$ cat src/rtl/sync_to_ldl_bridge_pkg.sv
// Shared definitions for the sync-to-LDL bridge: handshake FSM states and defaults.
package sync_to_ldl_bridge_pkg;

   localparam int unsigned LDL_DEFAULT_DATA_WIDTH = 8;

   typedef enum logic [1:0] {
      LDL_ST_IDLE  = 2'd0,
      LDL_ST_SETUP = 2'd1,
      LDL_ST_REQ   = 2'd2,
      LDL_ST_RTZ   = 2'd3
   } ldl_state_e;

endpackage

$ cat src/rtl/ldl_ack_sync.sv
// Multi-flop synchronizer for the asynchronous 4-phase acknowledge; resets to 1.
module ldl_ack_sync #(
   parameter int unsigned SYNC_STAGES = 2
) (
   input  logic clk,
   input  logic reset_n,
   input  logic ack_i,
   output logic ack_s_o
);

   logic [SYNC_STAGES-1:0] sync_q;

   // Resetting to 1 makes the IDLE ack-low guard hold off until a real low is seen.
   always_ff @(posedge clk or negedge reset_n) begin
      if (!reset_n) begin
         sync_q <= '1;
      end else begin
         sync_q <= {sync_q[SYNC_STAGES-2:0], ack_i};
      end
   end

   assign ack_s_o = sync_q[SYNC_STAGES-1];

endmodule

$ cat src/rtl/sync_to_ldl_bridge.sv
// Valid/ready source -> FIFO -> 4-phase bundled-data request to the first LDL stage.
// Optional macro LDL_SETUP_EXT_EN adds SETUP_CYCLES of data-to-req setup time.
module sync_to_ldl_bridge
   import sync_to_ldl_bridge_pkg::*;
#(
   parameter int unsigned DATA_WIDTH   = LDL_DEFAULT_DATA_WIDTH,
   parameter int unsigned FIFO_DEPTH   = 4,
   parameter int unsigned SYNC_STAGES  = 2,
   parameter int unsigned SETUP_CYCLES = 2
) (
   input  logic                        clk,
   input  logic                        reset_n,
   input  logic [DATA_WIDTH-1:0]       in_data,
   input  logic                        in_valid,
   output logic                        in_ready,
   output logic [DATA_WIDTH-1:0]       out_data,
   output logic                        out_req,
   input  logic                        out_ack,
   output logic [$clog2(FIFO_DEPTH):0] fifo_level,
   output logic                        busy
);

   localparam int unsigned PTR_W = $clog2(FIFO_DEPTH);
   localparam int unsigned LVL_W = PTR_W + 1;
`ifdef LDL_SETUP_EXT_EN
   localparam bit EXT_EN = 1'b1;
`else
   localparam bit EXT_EN = 1'b0;
`endif
   localparam int unsigned SETUP_LEN = EXT_EN ? 1 + SETUP_CYCLES : 1;

   logic                  ack_s;
   logic                  push;
   logic                  pop;
   logic                  empty;
   logic                  setup_done;

   logic [DATA_WIDTH-1:0] mem_q [FIFO_DEPTH];
   logic [PTR_W-1:0]      wr_ptr_q, wr_ptr_d;
   logic [PTR_W-1:0]      rd_ptr_q, rd_ptr_d;
   logic [LVL_W-1:0]      level_q, level_d;

   ldl_state_e            state_q, state_d;
   logic                  out_req_q, out_req_d;
   logic [DATA_WIDTH-1:0] out_data_q, out_data_d;

   ldl_ack_sync #(
      .SYNC_STAGES(SYNC_STAGES)
   ) u_ack_sync (
      .clk    (clk),
      .reset_n(reset_n),
      .ack_i  (out_ack),
      .ack_s_o(ack_s)
   );

   assign in_ready   = (level_q != LVL_W'(FIFO_DEPTH));
   assign empty      = (level_q == '0);
   assign push       = in_valid & in_ready;
   assign fifo_level = level_q;
   assign out_data   = out_data_q;
   assign out_req    = out_req_q;
   assign busy       = (state_q != LDL_ST_IDLE);

   always_ff @(posedge clk) begin
      if (push) begin
         mem_q[wr_ptr_q] <= in_data;
      end
   end

   always_comb begin
      wr_ptr_d = wr_ptr_q;
      rd_ptr_d = rd_ptr_q;
      level_d  = level_q;
      if (push) begin
         wr_ptr_d = wr_ptr_q + PTR_W'(1);
      end
      if (pop) begin
         rd_ptr_d = rd_ptr_q + PTR_W'(1);
      end
      unique case ({push, pop})
         2'b10:   level_d = level_q + LVL_W'(1);
         2'b01:   level_d = level_q - LVL_W'(1);
         default: level_d = level_q;
      endcase
   end

   always_ff @(posedge clk or negedge reset_n) begin
      if (!reset_n) begin
         wr_ptr_q <= '0;
         rd_ptr_q <= '0;
         level_q  <= '0;
      end else begin
         wr_ptr_q <= wr_ptr_d;
         rd_ptr_q <= rd_ptr_d;
         level_q  <= level_d;
      end
   end

`ifdef LDL_SETUP_EXT_EN
   localparam int unsigned CNT_W = $clog2(SETUP_CYCLES + 1);

   logic [CNT_W-1:0] cnt_q, cnt_d;

   assign setup_done = (cnt_q == CNT_W'(SETUP_LEN - 1));

   always_comb begin
      cnt_d = cnt_q;
      if (pop) begin
         cnt_d = '0;
      end else if ((state_q == LDL_ST_SETUP) && !setup_done) begin
         cnt_d = cnt_q + CNT_W'(1);
      end
   end

   always_ff @(posedge clk or negedge reset_n) begin
      if (!reset_n) begin
         cnt_q <= '0;
      end else begin
         cnt_q <= cnt_d;
      end
   end
`else
   // Single-cycle setup: SETUP always exits on its first cycle.
   assign setup_done = (SETUP_LEN == 1);
`endif

   // out_data is only reloaded on a pop, which never happens in REQ or RTZ before ack_s falls.
   always_comb begin
      state_d    = state_q;
      out_req_d  = out_req_q;
      out_data_d = out_data_q;
      pop        = 1'b0;
      unique case (state_q)
         LDL_ST_IDLE: begin
            if (!empty && !ack_s) begin
               pop        = 1'b1;
               out_data_d = mem_q[rd_ptr_q];
               state_d    = LDL_ST_SETUP;
            end
         end
         LDL_ST_SETUP: begin
            out_req_d = 1'b0;
            if (setup_done) begin
               out_req_d = 1'b1;
               state_d   = LDL_ST_REQ;
            end
         end
         LDL_ST_REQ: begin
            if (ack_s) begin
               out_req_d = 1'b0;
               state_d   = LDL_ST_RTZ;
            end
         end
         LDL_ST_RTZ: begin
            out_req_d = 1'b0;
            if (!ack_s) begin
               if (!empty) begin
                  pop        = 1'b1;
                  out_data_d = mem_q[rd_ptr_q];
                  state_d    = LDL_ST_SETUP;
               end else begin
                  state_d = LDL_ST_IDLE;
               end
            end
         end
         default: begin
            out_req_d = 1'b0;
            state_d   = LDL_ST_IDLE;
         end
      endcase
   end

   always_ff @(posedge clk or negedge reset_n) begin
      if (!reset_n) begin
         state_q    <= LDL_ST_IDLE;
         out_req_q  <= 1'b0;
         out_data_q <= '0;
      end else begin
         state_q    <= state_d;
         out_req_q  <= out_req_d;
         out_data_q <= out_data_d;
      end
   end

endmodule
$ cat config.mk
export PLATFORM = sky130hd
export DESIGN_NAME = sync_to_ldl_bridge
export DESIGN_NICKNAME = d
export VERILOG_FILES = /design/src/rtl/sync_to_ldl_bridge_pkg.sv /design/src/rtl/ldl_ack_sync.sv /design/src/rtl/sync_to_ldl_bridge.sv
export SDC_FILE = /design/constraint.sdc
export NUM_CORES = 1
export LEC_CHECK = 0
export CORE_ASPECT_RATIO = 0.7
export CORE_MARGIN = 1
export CORE_UTILIZATION = 50
export CTS_BUF_LIST = sky130_fd_sc_hd__clkbuf_16
export DETAILED_ROUTE_END_ITERATION = 10
export PLACE_DENSITY = 0.78
export REMOVE_ABC_BUFFERS = 1
export SETUP_SLACK_MARGIN = 0.15
export SYNTH_ARGS = -nofsm -noshare
export SYNTH_HDL_FRONTEND = slang
export SYNTH_SLANG_ARGS = --single-unit
$ cat constraint.sdc
create_clock -name clk -period 5.94 [get_ports clk]
set_input_delay 1.188 -clock clk [delete_from_list [all_inputs] [get_ports clk]]
set_output_delay 1.188 -clock clk [all_outputs]
set_load 0.1 [all_outputs]
### Word-level counts from Yosys, hierarchy flattened

Memories as Yosys holds them, arrays and structs flattened.
Cells that the tools add are included.

* reduce and logical (&&, ||, !) cells: 12
* muxes and demuxes: 18
* $add $sub $neg: 4
* bitwise gates (word level): 1
* equal/unequal tests: 10

Operators with widths (number)
* two-way mux 8 bit: 3
* case mux 8 bit (2 select lines): 1
* case mux 2 bit (4 select lines): 1
* two-way mux 1 bit: 7
* == test 2 bit (second input constant): 3
* two-way mux 2 bit: 3
* inequality test 2 bit (second input constant): 3
* case mux 3 bit (2 select lines): 1
* nonzero test 2 bit: 3
* adder 2 x 1 -> 2 bit (second input constant): 2
* == test 2 x 1 -> 1 bit (second input constant): 2
* AND reduction 4 bit: 1
* adder 3 x 1 -> 3 bit (second input constant): 1
* zero test 3 bit: 1
* inequality test 3 bit (second input constant): 1
* case mux 1 bit (3 select lines): 1
* AND reduction 3 bit: 1
* nonzero test 3 bit: 1
* subtractor 3 x 1 -> 3 bit (second input constant): 1
* zero test 1 bit: 2
* zero test 2 bit: 1
* inequality test 2 x 1 -> 1 bit (second input constant): 1
* case mux 1 bit (2 select lines): 1
* AND reduction 2 bit: 1
* 2 further kinds: 2

* flip-flop bits (word level): 20
* logic and storage cells: 53
* memories kept: 1
* bits of input ports: 12
* RAM bits: 32
* output and inout port bits: 14

Memories
* mem_q: words 4, bits a word 8, rd ports 1, clocked after memory_dff 0, write ports 1, line sync_to_ldl_bridge.sv:38 `logic [DATA_WIDTH-1:0] mem_q [FIFO_DEPTH];`

### Logic depth before layout (Yosys ltp)

Gate-level depths: netlist (run 1).

* depth in word-level cells: 7
* depth in mapped cells: 10
* mapped depth without buffers: 10

### Cells and area by module

Synthesis (run 1) repeated with hierarchy kept, for this count alone.

* cells, all modules: 123
* area, all modules: 2192.1 um^2

Modules (own cells, without submodules)
* sync_to_ldl_bridge: times used 1, sequential area each 1411.4 um^2, cells an instance 121, area an instance 2139.6 um^2
* ldl_ack_sync: times used 1, sequential area each 52.6 um^2, cells an instance 2, area an instance 52.6 um^2

### Worst setup path after synthesis (run 1)

OpenSTA, ideal clock, no wires.

* kind: reg-to-reg
* start point: register level_q[2], in the netlist fifo_level[2]
* end point: register level_q[2], in the netlist fifo_level[2]
* setup time: 0.163 ns
* path slack: 3.001 ns
* arrival: 2.775 ns
* path buffers: 0
* period minus slack after synthesis: 2.939 ns
* data required time: 5.777 ns
* cell stages (with the launch flop): 10
* path through: dfrtp_1 or3b_4 and2_4 inv_1 ha_1 inv_1 fa_1 xor2_1 nor2_1 xor2_1

* elaborated cells between the ends (all ways): 15
* classes of those cells: add/sub (2); eq/ne (3); mux (5); bitwise (1); reduce/logical (4)

RTL lines
* from (decl): line sync_to_ldl_bridge.sv:41 `logic [LVL_W-1:0] level_q, level_d;`
* from (signal assigned): line sync_to_ldl_bridge.sv:95 `level_q <= level_d;`
* inequality test 3 bit (*): line sync_to_ldl_bridge.sv:56 `assign in_ready = (level_q != LVL_W'(FIFO_DEPTH));`
* named net in_ready: line sync_to_ldl_bridge.sv:15 `output logic in_ready,`
* bitwise AND 1 bit (*): line sync_to_ldl_bridge.sv:58 `assign push = in_valid & in_ready;`
* == test 2 x 1 -> 1 bit / == test 2 bit (equally long branches): line sync_to_ldl_bridge.sv:80 `unique case ({push, pop})`
* case mux 3 bit (2 select lines) / nonzero test 2 bit (equally long branches)

Mark *: on every way through the listed nets, which the timed path passes. The rest lies on a longest branch.
A chain may end at the register's enable or synchronous reset.

### Worst setup path in the final report (run 1)

* start point: register state_q[0]
* end point: output busy

* longest elaborated chain between the ends: 1

RTL lines
* from (decl): line sync_to_ldl_bridge.sv:43 `ldl_state_e state_q, state_d;`
* from (signal assigned): line sync_to_ldl_bridge.sv:179 `state_q <= state_d;`
* nonzero test 2 bit: line sync_to_ldl_bridge.sv:62 `assign busy = (state_q != LDL_ST_IDLE);`
* to (decl): line sync_to_ldl_bridge.sv:20 `output logic busy`

No other way between the ends.

==> results.txt, run 1 <==
status - finished, final reports clean
num ports - 26
CTS tree - built
area leader, netlist - edfxtp_1
Overall Global Routing Usage - 0.1980
met1 WL - 1602 um
clock latency on the worst-skew pair - 0.29 ns
initial antenna violation count - 0
CP arrival - 2.23 ns
most frequent cells in the layout - 32 x edfxtp_1, 25 x clkdlybuf4s50_1, 18 x dfrtp_1
share of cells above drive strength 1 - 0.2119
Final Net Count - 171
crit-path cells - inv_1, ha_1, inv_1, clkdlybuf4s50_1
fillcell total - 274
hold buffers post-CTS - 0
worst-path fanout max - 7
clock root cell - clkbuf_16
Crit Path Class - flip-flop to output pin
Worst Skew - 0.004031 ns
Worst slew margin - 0.3492
Die Y - 56.96 um
vias in the first global route - 1267
Final Wtd Congestion - 0.7375
area fraction of the dominant cell type after synthesis - 0.4455
largest net degree at the start of global routing - 21
Seq/Total Area, Yosys - 0.6787
# setup viols final - 0
Slew Limit Fails - 0
CP max-delay cell - clkdlybuf4s50_1
Area after DPL - 0.002464 sq mm
Die Wd - 80.51 um
initial core utilization - 0.5369
GR Overflow Total - 0
metal3 WL - 142 um
yosys warns - 0
ys async rst share - 0.3846
synthesized area per cell - 17.98 sq um
Detailed Route Iter0 Violations - 91
EDFF count, synth - 32
Critical Path End Type - output pin
clock slew at reported path FFs - 0.06 ns
first-pass GRT wire length - 6279 um
Hold Path Class - flip-flop to flip-flop
FP Rows - 19
DR WL/cell - 18.00 um
Via density - 5.576
via count - 1132
final setup TNS - 0 ns
Port Buffers - 25
post-DP HPWL - 2488 um
drt first pass iters - 4
Area Growth Syn to Fin - 20.53%
CTS Buffer Depth - 2
max incr delay on CP - 1.12 ns
RSZ-0062 raised after global routing - no
Top FF cell, synth - edfxtp_1
Remaining DRCs - 0
required time of the critical path - 4.75 ns
clock sinks - 52
H-tree depth - 2
Synth Instances - 120
PostCTS Resize Cnt - 0
main area contributors after synthesis - edfxtp_1 45%, dfrtp_1 21%, mux4_2 8.4%
# Max-Cap Violations - 0
post-CTS setup buffer count - 0
minimum clock period - 3.416 ns
Critical Path Source Type - flip-flop
FMAX - 292.7 MHz
final instance area - 0.002600 sq mm
commonest non-fill, non-tap cell in the layout - edfxtp_1
Antenna diodes - 0
Antenna Nets Post-Route - 0
worst-margin pin slew - 0.9732 ns
Num CTS Buffers - 5
met2 WL post-DR - 1839 um
Cell variety after synth - 30
die area - 0.004585 sq mm
top layer in use - met4
Core Region - 0.004018 sq mm
routed wire length - 3654 um
Final Hold Fails - 0
most used cell, CP - inv_1
final worst-path cycle share - 0.5751
Yosys reg bits - 52
synthesized area - 0.002157 sq mm
==> flip-flops by register name, summed over array words and instances, names as in the netlist <==
register           count
mem_q                 32
out_data               8
fifo_level             3
rd_ptr_q               2
state_q                2
u_ack_sync.sync_q      2
wr_ptr_q               2
out_req                1
==> path summary, 6_finish.rpt <==
| kind | from | endpoint | slack, ns | cells after the start |
|---|---|---|---|---|
| setup / recovery | state_q[0] | busy | 2.52 | 4 |
| hold / removal | u_ack_sync.sync_q[0] | u_ack_sync.sync_q[1] | 0.36 | 0 |
| setup reg to reg | state_q[0] | fifo_level[2] | 3.36 | 10 |
| hold reg to reg | u_ack_sync.sync_q[0] | u_ack_sync.sync_q[1] | 0.36 | 0 |
| max in group asynchronous | reset_n | state_q[1] | 3.93 | 1 |
| min in group asynchronous | reset_n | out_data[5] | 1.43 | 1 |
==> critical path: cells and delay by family (launching register included) <==
| kind | cells | cell delay [ns] |
|---|---|---|
| adder cells (fa/ha/maj) | 1 | 0.28 |
| buffers and inverters | 3 | 1.28 |
| flip-flops | 1 | 0.39 |
==> cells in the mapped netlist, drive strengths merged, types with 2 or more instances <==
| library cell | n |
|---|---|
| mux2 | 10 |
| dfstp | 2 |
| xnor2 | 2 |
| xor2 | 4 |
| nor3 | 2 |
| edfxtp | 32 |
| inv | 9 |
| nor4 | 2 |
| o31ai | 2 |
| nor2 | 3 |
| buf | 2 |
| mux4 | 8 |
| and3 | 4 |
| and2 | 2 |
| ha | 8 |
| dfrtp | 18 |
==> per-stage QoR <==
stage | std cells | hold slack [ns] | worst slack (ns) | util
floorplan | 118 | 0.3452 | 3.001 | -
global placement | 195 | 0.3495 | 2.886 | 0.6132
detailed placement | 195 | 0.3468 | 2.840 | 0.6132
CTS | 203 | 0.3553 | 2.521 | 0.6472
global route | 203 | 0.3642 | 2.444 | 0.6472
finish | 203 | 0.3551 | 2.524 | 0.6472
==> layout make-up <==
class	instances	area (sq um)	area share
Multi-Input combinational cell	57	650.6	0.2502
Sequential cell	52	1464	0.5630
Clock buffer	5	125.1	0.04812
Tap cell	52	65.06	0.02502
Inverter	9	33.78	0.01299
Timing Repair Buffer	25	250.2	0.09625
Clock inverter	3	11.26	0.004331
==> cell families (layout without fill, tap and decap cells) <==
logic type	count (synthesis)	count (layout)	share of synthesized area
flops	52	52	0.6787
mux	19	19	0.1421
compound gates	6	6	0.02320
xor+xnor	6	6	0.02436
simple gates	17	17	0.05627
buf+inv	11	42	0.01972
fa+ha+maj	9	9	0.05569
==> routing by layer <==
layer  vias to the layer above  GRT usage
met2                        23     0.3136
li1                        512          -
met4                         0    0.09184
met5                         -          0
met3                         8    0.06080
met1                       589     0.2533
Power of run 1 is left out: the tool's default activity adds up to more than one toggle a clock period on the data nets, which glitch-free logic cannot reach.
==> run 2, diff against run 1 <==
Clock period 5.94 ns to 3.2 ns, I/O delays scaled along.
==> results.txt, run 2 (synthesized netlist as in run 1, its figures left out) <==
status - finished, final reports clean (unchanged)
PostCTS Resize Cnt - 0 (unchanged)
Detailed Route Iter0 Violations - 51 (was 91)
hold buffers post-CTS - 0 (unchanged)
CTS tree - built (unchanged)
fillcell total - 288 (was 274)
clock root cell - clkbuf_16 (unchanged)
crit-path cells - inv_1, ha_1, nor2_1, nor4_1, ha_1, inv_1, fa_1, xor2_1, nor2_1, xor2_1 (was inv_1, ha_1, inv_1, clkdlybuf4s50_1)
Via density - 5.512 (was 5.576)
GR Overflow Total - 0 (unchanged)
Worst slew margin - 0.3575 (was 0.3492)
num ports - 26 (unchanged)
Largest register FFs - 32 (unchanged)
FP Rows - 19 (unchanged)
via count - 1119 (was 1132)
H-tree depth - 2 (unchanged)
share of cells above drive strength 1 - 0.3245 (was 0.2119)
Port Buffers - 25 (unchanged)
first-pass GRT wire length - 5713 um (was 6279 um)
clock slew at reported path FFs - 0.06 ns (about the same)
Slew Limit Fails - 0 (unchanged)
Critical R2R Launch - state_q[0] (unchanged)
drt first pass iters - 4 (unchanged)
Most flops, register - mem_q (unchanged)
die area - 0.004585 sq mm (unchanged)
routed wire length - 3492 um (was 3654 um)
Remaining DRCs - 0 (unchanged)
Reg2Reg Depth - 10 (unchanged)
Core Region - 0.004018 sq mm (unchanged)
# Max-Cap Violations - 0 (unchanged)
Die Y - 56.96 um (unchanged)
CP max-delay cell - nor4_1 (was clkdlybuf4s50_1)
Antenna diodes - 0 (unchanged)
CP arrival - 2.79 ns (was 2.23 ns)
Antenna Nets Post-Route - 0 (unchanged)
Overall Global Routing Usage - 0.1785 (was 0.1980)
Crit Path Class - flip-flop to flip-flop (was flip-flop to output pin)
max incr delay on CP - 0.46 ns (was 1.12 ns)
required time of the critical path - 3.41 ns (was 4.75 ns)
FMAX - 386.6 MHz
Final Hold Fails - 0 (unchanged)
crit path from - state_q[0] (unchanged)
clock latency on the worst-skew pair - 0.28 ns (was 0.29 ns)
most frequent cells in the layout - 32 x edfxtp_1, 18 x dfrtp_1, 14 x buf_4 (was 32 x edfxtp_1, 25 x clkdlybuf4s50_1, 18 x dfrtp_1)
final setup TNS - 0 ns (unchanged)
post-DP HPWL - 2365 um (was 2488 um)
CP top delay family - adder cells (was buffers and inverters)
worst-margin pin slew - 0.9607 ns (was 0.9732 ns)
initial antenna violation count - 0 (unchanged)
largest net degree at the start of global routing - 21 (unchanged)
initial core utilization - 0.5369 (unchanged)
CTS Buffer Depth - 2 (unchanged)
Worst Skew - 0.003192 ns (was 0.004031 ns)
Final Wtd Congestion - 0.7568 (was 0.7375)
Critical Path End Type - flip-flop (was output pin)
Die Wd - 80.51 um (unchanged)
vias in the first global route - 1158 (was 1267)
# setup viols final - 0 (unchanged)
DR WL/cell - 17.20 um (was 18.00 um)
hold path start - u_ack_sync.sync_q[0] (unchanged)
minimum clock period - 2.587 ns
worst-path fanout max - 7 (unchanged)
clock sinks - 52 (unchanged)
final worst-path cycle share - 0.8084
hold_ws - 0.3615 ns (was 0.3551 ns)
Critical path buffers and inverters - 2 (was 3)
Num CTS Buffers - 5 (unchanged)
Final Net Count - 171 (unchanged)
RSZ-0062 raised after global routing - no (unchanged)
post-CTS setup buffer count - 0 (unchanged)
hold path depth - 0 (unchanged)
Area Growth Syn to Fin - 19.26% (was 20.53%)
Hold Path Class - flip-flop to flip-flop (unchanged)
commonest non-fill, non-tap cell in the layout - edfxtp_1 (unchanged)
CP Depth - 10 (was 4)
Critical Path Source Type - flip-flop (unchanged)
==> run 2: metal layers <==
| layer | up-vias | wire (um) | GRT usage |
|---|---|---|---|
| li1 | 515 | - | - |
| met1 | 581 | 1663 | 0.2400 |
| met2 | 19 | 1658 | 0.2821 |
| met3 | 4 | 132 | 0.05280 |
| met4 | 0 | 37 | 0.06122 |
| met5 | - | 0 | 0 |
==> run 2: final timing paths <==
path,slack (ns),to
min in group asynchronous,0.89,out_data[2]
max in group asynchronous,1.72,state_q[0]
worst max register to register,0.61,fifo_level[2]
worst min register to register,0.36,u_ack_sync.sync_q[1]
worst min-delay path,0.36,u_ack_sync.sync_q[1]
worst max-delay path,0.61,fifo_level[2]
==> run 2: through the flow <==
| stage | instances | utilization | setup WS (ns) | cell area [sq um] |
|---|---|---|---|---|
| after floorplan | 118 | - | 0.2613 | 2148 |
| final | 203 | 0.6403 | 0.6131 | 2572 |
| after detailed placement | 195 | 0.6045 | 0.6639 | 2429 |
| after CTS | 203 | 0.6403 | 0.6282 | 2572 |
| after global placement | 195 | 0.6045 | 0.8009 | 2429 |
| after global routing | 203 | 0.6403 | 0.4216 | 2572 |
==> run 2: area by class of cell <==
class / instances / area (sq um) / share of cell area
timing repair buffer: 25 / 215.2 / 0.08366
clock inverter: 3 / 18.77 / 0.007296
multi-input combinational: 57 / 650.6 / 0.2529
inverter: 9 / 33.78 / 0.01313
tap: 52 / 65.06 / 0.02529
sequential: 52 / 1464 / 0.5691
clock buffer: 5 / 125.1 / 0.04864
Power of run 2 is left out for the same reason.
==> run 3, diff against run 2 <==
Settings changed: CORE_UTILIZATION 50 to 49, PLACE_DENSITY 0.78 to 0.79.
Clock period 3.2 ns to 2.2 ns, I/O delays scaled along.
==> results.txt, run 3 (synthesized netlist as in run 1, its figures left out) <==
Area after DPL - 0.002566 sq mm (was 0.002429 sq mm)
die area - 0.004676 sq mm (was 0.004585 sq mm)
CP arrival - 2.34 ns (was 2.79 ns)
final worst-path cycle share - 0.9668 (was 0.8084)
# setup viols final - 0 (unchanged)
minimum clock period - 2.127 ns (was 2.587 ns)
hold path depth - 0 (unchanged)
Antenna diodes - 0 (unchanged)
status - finished, final reports clean (unchanged)
clock root cell - clkbuf_16 (unchanged)
drt first pass iters - 4 (unchanged)
final instance area - 0.002791 sq mm (was 0.002572 sq mm)
GR Overflow Total - 0 (unchanged)
Antenna Nets Post-Route - 0 (unchanged)
worst-margin pin slew - 0.4807 ns (was 0.9607 ns)
clock latency on the worst-skew pair - 0.29 ns (was 0.28 ns)
Critical Path End Type - flip-flop (unchanged)
DR WL/cell - 17.32 um (was 17.20 um)
H-tree depth - 2 (unchanged)
Crit Path Class - flip-flop to flip-flop (unchanged)
via count - 1196 (was 1119)
post-DP HPWL - 2580 um (was 2365 um)
Slew Limit Fails - 0 (unchanged)
required time of the critical path - 2.41 ns (was 3.41 ns)
share of cells above drive strength 1 - 0.4386 (was 0.3245)
first-pass GRT wire length - 6168 um (was 5713 um)
clock slew at reported path FFs - 0.06 ns (about the same)
pre-CTS WS - -0.1479 ns (was 0.6639 ns)
CTS tree - built (unchanged)
Core Region - 0.004065 sq mm (was 0.004018 sq mm)
FMAX - 470.2 MHz (was 386.6 MHz)
Final Wtd Congestion - 0.8062 (was 0.7568)
Via density - 5.363 (was 5.512)
vias in the first global route - 1260 (was 1158)
hold buffers post-CTS - 0 (unchanged)
setup slack after layout - 0.07302 ns (was 0.6131 ns)
Most flops, register - mem_q (unchanged)
Final Net Count - 191 (was 171)
Detailed Route Iter0 Violations - 74 (was 51)
Reg2Reg Depth - 9 (was 10)
Hold Path Class - flip-flop to flip-flop (unchanged)
initial core utilization - 0.5306 (was 0.5369)
Num CTS Buffers - 5 (unchanged)
CTS Buffer Depth - 2 (unchanged)
routed wire length - 3862 um (was 3492 um)
# Max-Cap Violations - 0 (unchanged)
Die Y - 57.51 um (was 56.96 um)
Worst Skew - 0.002942 ns (was 0.003192 ns)
commonest non-fill, non-tap cell in the layout - edfxtp_1 (unchanged)
initial antenna violation count - 0 (unchanged)
Largest register FFs - 32 (unchanged)
FP Rows - 19 (unchanged)
Final Hold Fails - 0 (unchanged)
clock sinks - 52 (unchanged)
Overall Global Routing Usage - 0.1936 (was 0.1785)
Area Growth Syn to Fin - 29.41% (was 19.26%)
largest net degree at the start of global routing - 21 (unchanged)
Critical Path Source Type - flip-flop (unchanged)
Port Buffers - 25 (unchanged)
Die Wd - 81.30 um (was 80.51 um)
most frequent cells in the layout - 32 x edfxtp_1, 31 x buf_4, 18 x dfrtp_1 (was 32 x edfxtp_1, 18 x dfrtp_1, 14 x buf_4)
RSZ-0062 raised after global routing - yes (was no)
num ports - 26 (unchanged)
Worst slew margin - 0.6785 (was 0.3575)
worst-path fanout max - 2 (was 7)
Remaining DRCs - 0 (unchanged)
==> run 3: layout make-up <==
class | instances | area (sq um)
inverter | 9 | 33.78
clock buffer | 5 | 125.1
clock inverter | 3 | 11.26
sequential | 52 | 1464
timing repair buffer | 45 | 394.1
tap | 52 | 65.06
multi-input combinational | 57 | 698.2
fill | 272 | 1274
==> run 3: worst max-delay path, stage by stage, from the launching register on <==
cell     delay [ns]
dfrtp_1        0.41
inv_2          0.08
ha_4           0.21
nor4_4         0.28
ha_2           0.25
inv_2          0.04
fa_2           0.33
xor2_1         0.15
nor2_1         0.12
xor2_1         0.18
==> run 3: per-layer routing <==
metal  vias to the layer above  global-route usage  part of all wire
met4                         0              0.1071             0.017
met2                        22              0.3060              0.52
met5                         -                   0                 0
met1                       615              0.2451              0.43
li1                        553                   -                 -
met3                         6             0.04960             0.028
==> run 3: path summary, 6_finish.rpt <==
path | endpoint | from | slack (ns)
hold reg to reg | u_ack_sync.sync_q[1] | u_ack_sync.sync_q[0] | 0.36
max in group asynchronous | u_ack_sync.sync_q[0] | reset_n | 1.42
setup reg to reg | fifo_level[2] | state_q[1] | 0.07
hold / removal | u_ack_sync.sync_q[1] | u_ack_sync.sync_q[0] | 0.36
min in group asynchronous | out_data[7] | reset_n | 0.50
setup / recovery | fifo_level[2] | state_q[1] | 0.07
==> run 3: metrics by stage <==
step             util  hold slack [ns]  instances  setup TNS, ns
6_report       0.6867           0.3558        223              0
5_1_grt        0.6867           0.3654        223       -0.03359
4_1_cts        0.6867           0.3564        223              0
3_5_place_dp   0.6313           0.3473        210        -0.1479
3_3_place_gp   0.6313           0.3458        210              0
2_1_floorplan       -           0.1444        118         -1.784
==> run 3: timing repair <==
| action | CTS | global route |
|---|---|---|
| setup buffers | 5 | 0 |
| gates cloned | 0 | 0 |
| pin swaps | 5 | 4 |
| setup endpoints to repair | 2 | 2 |
| resized for setup | 12 | 1 |
Power of run 3 is left out for the same reason.
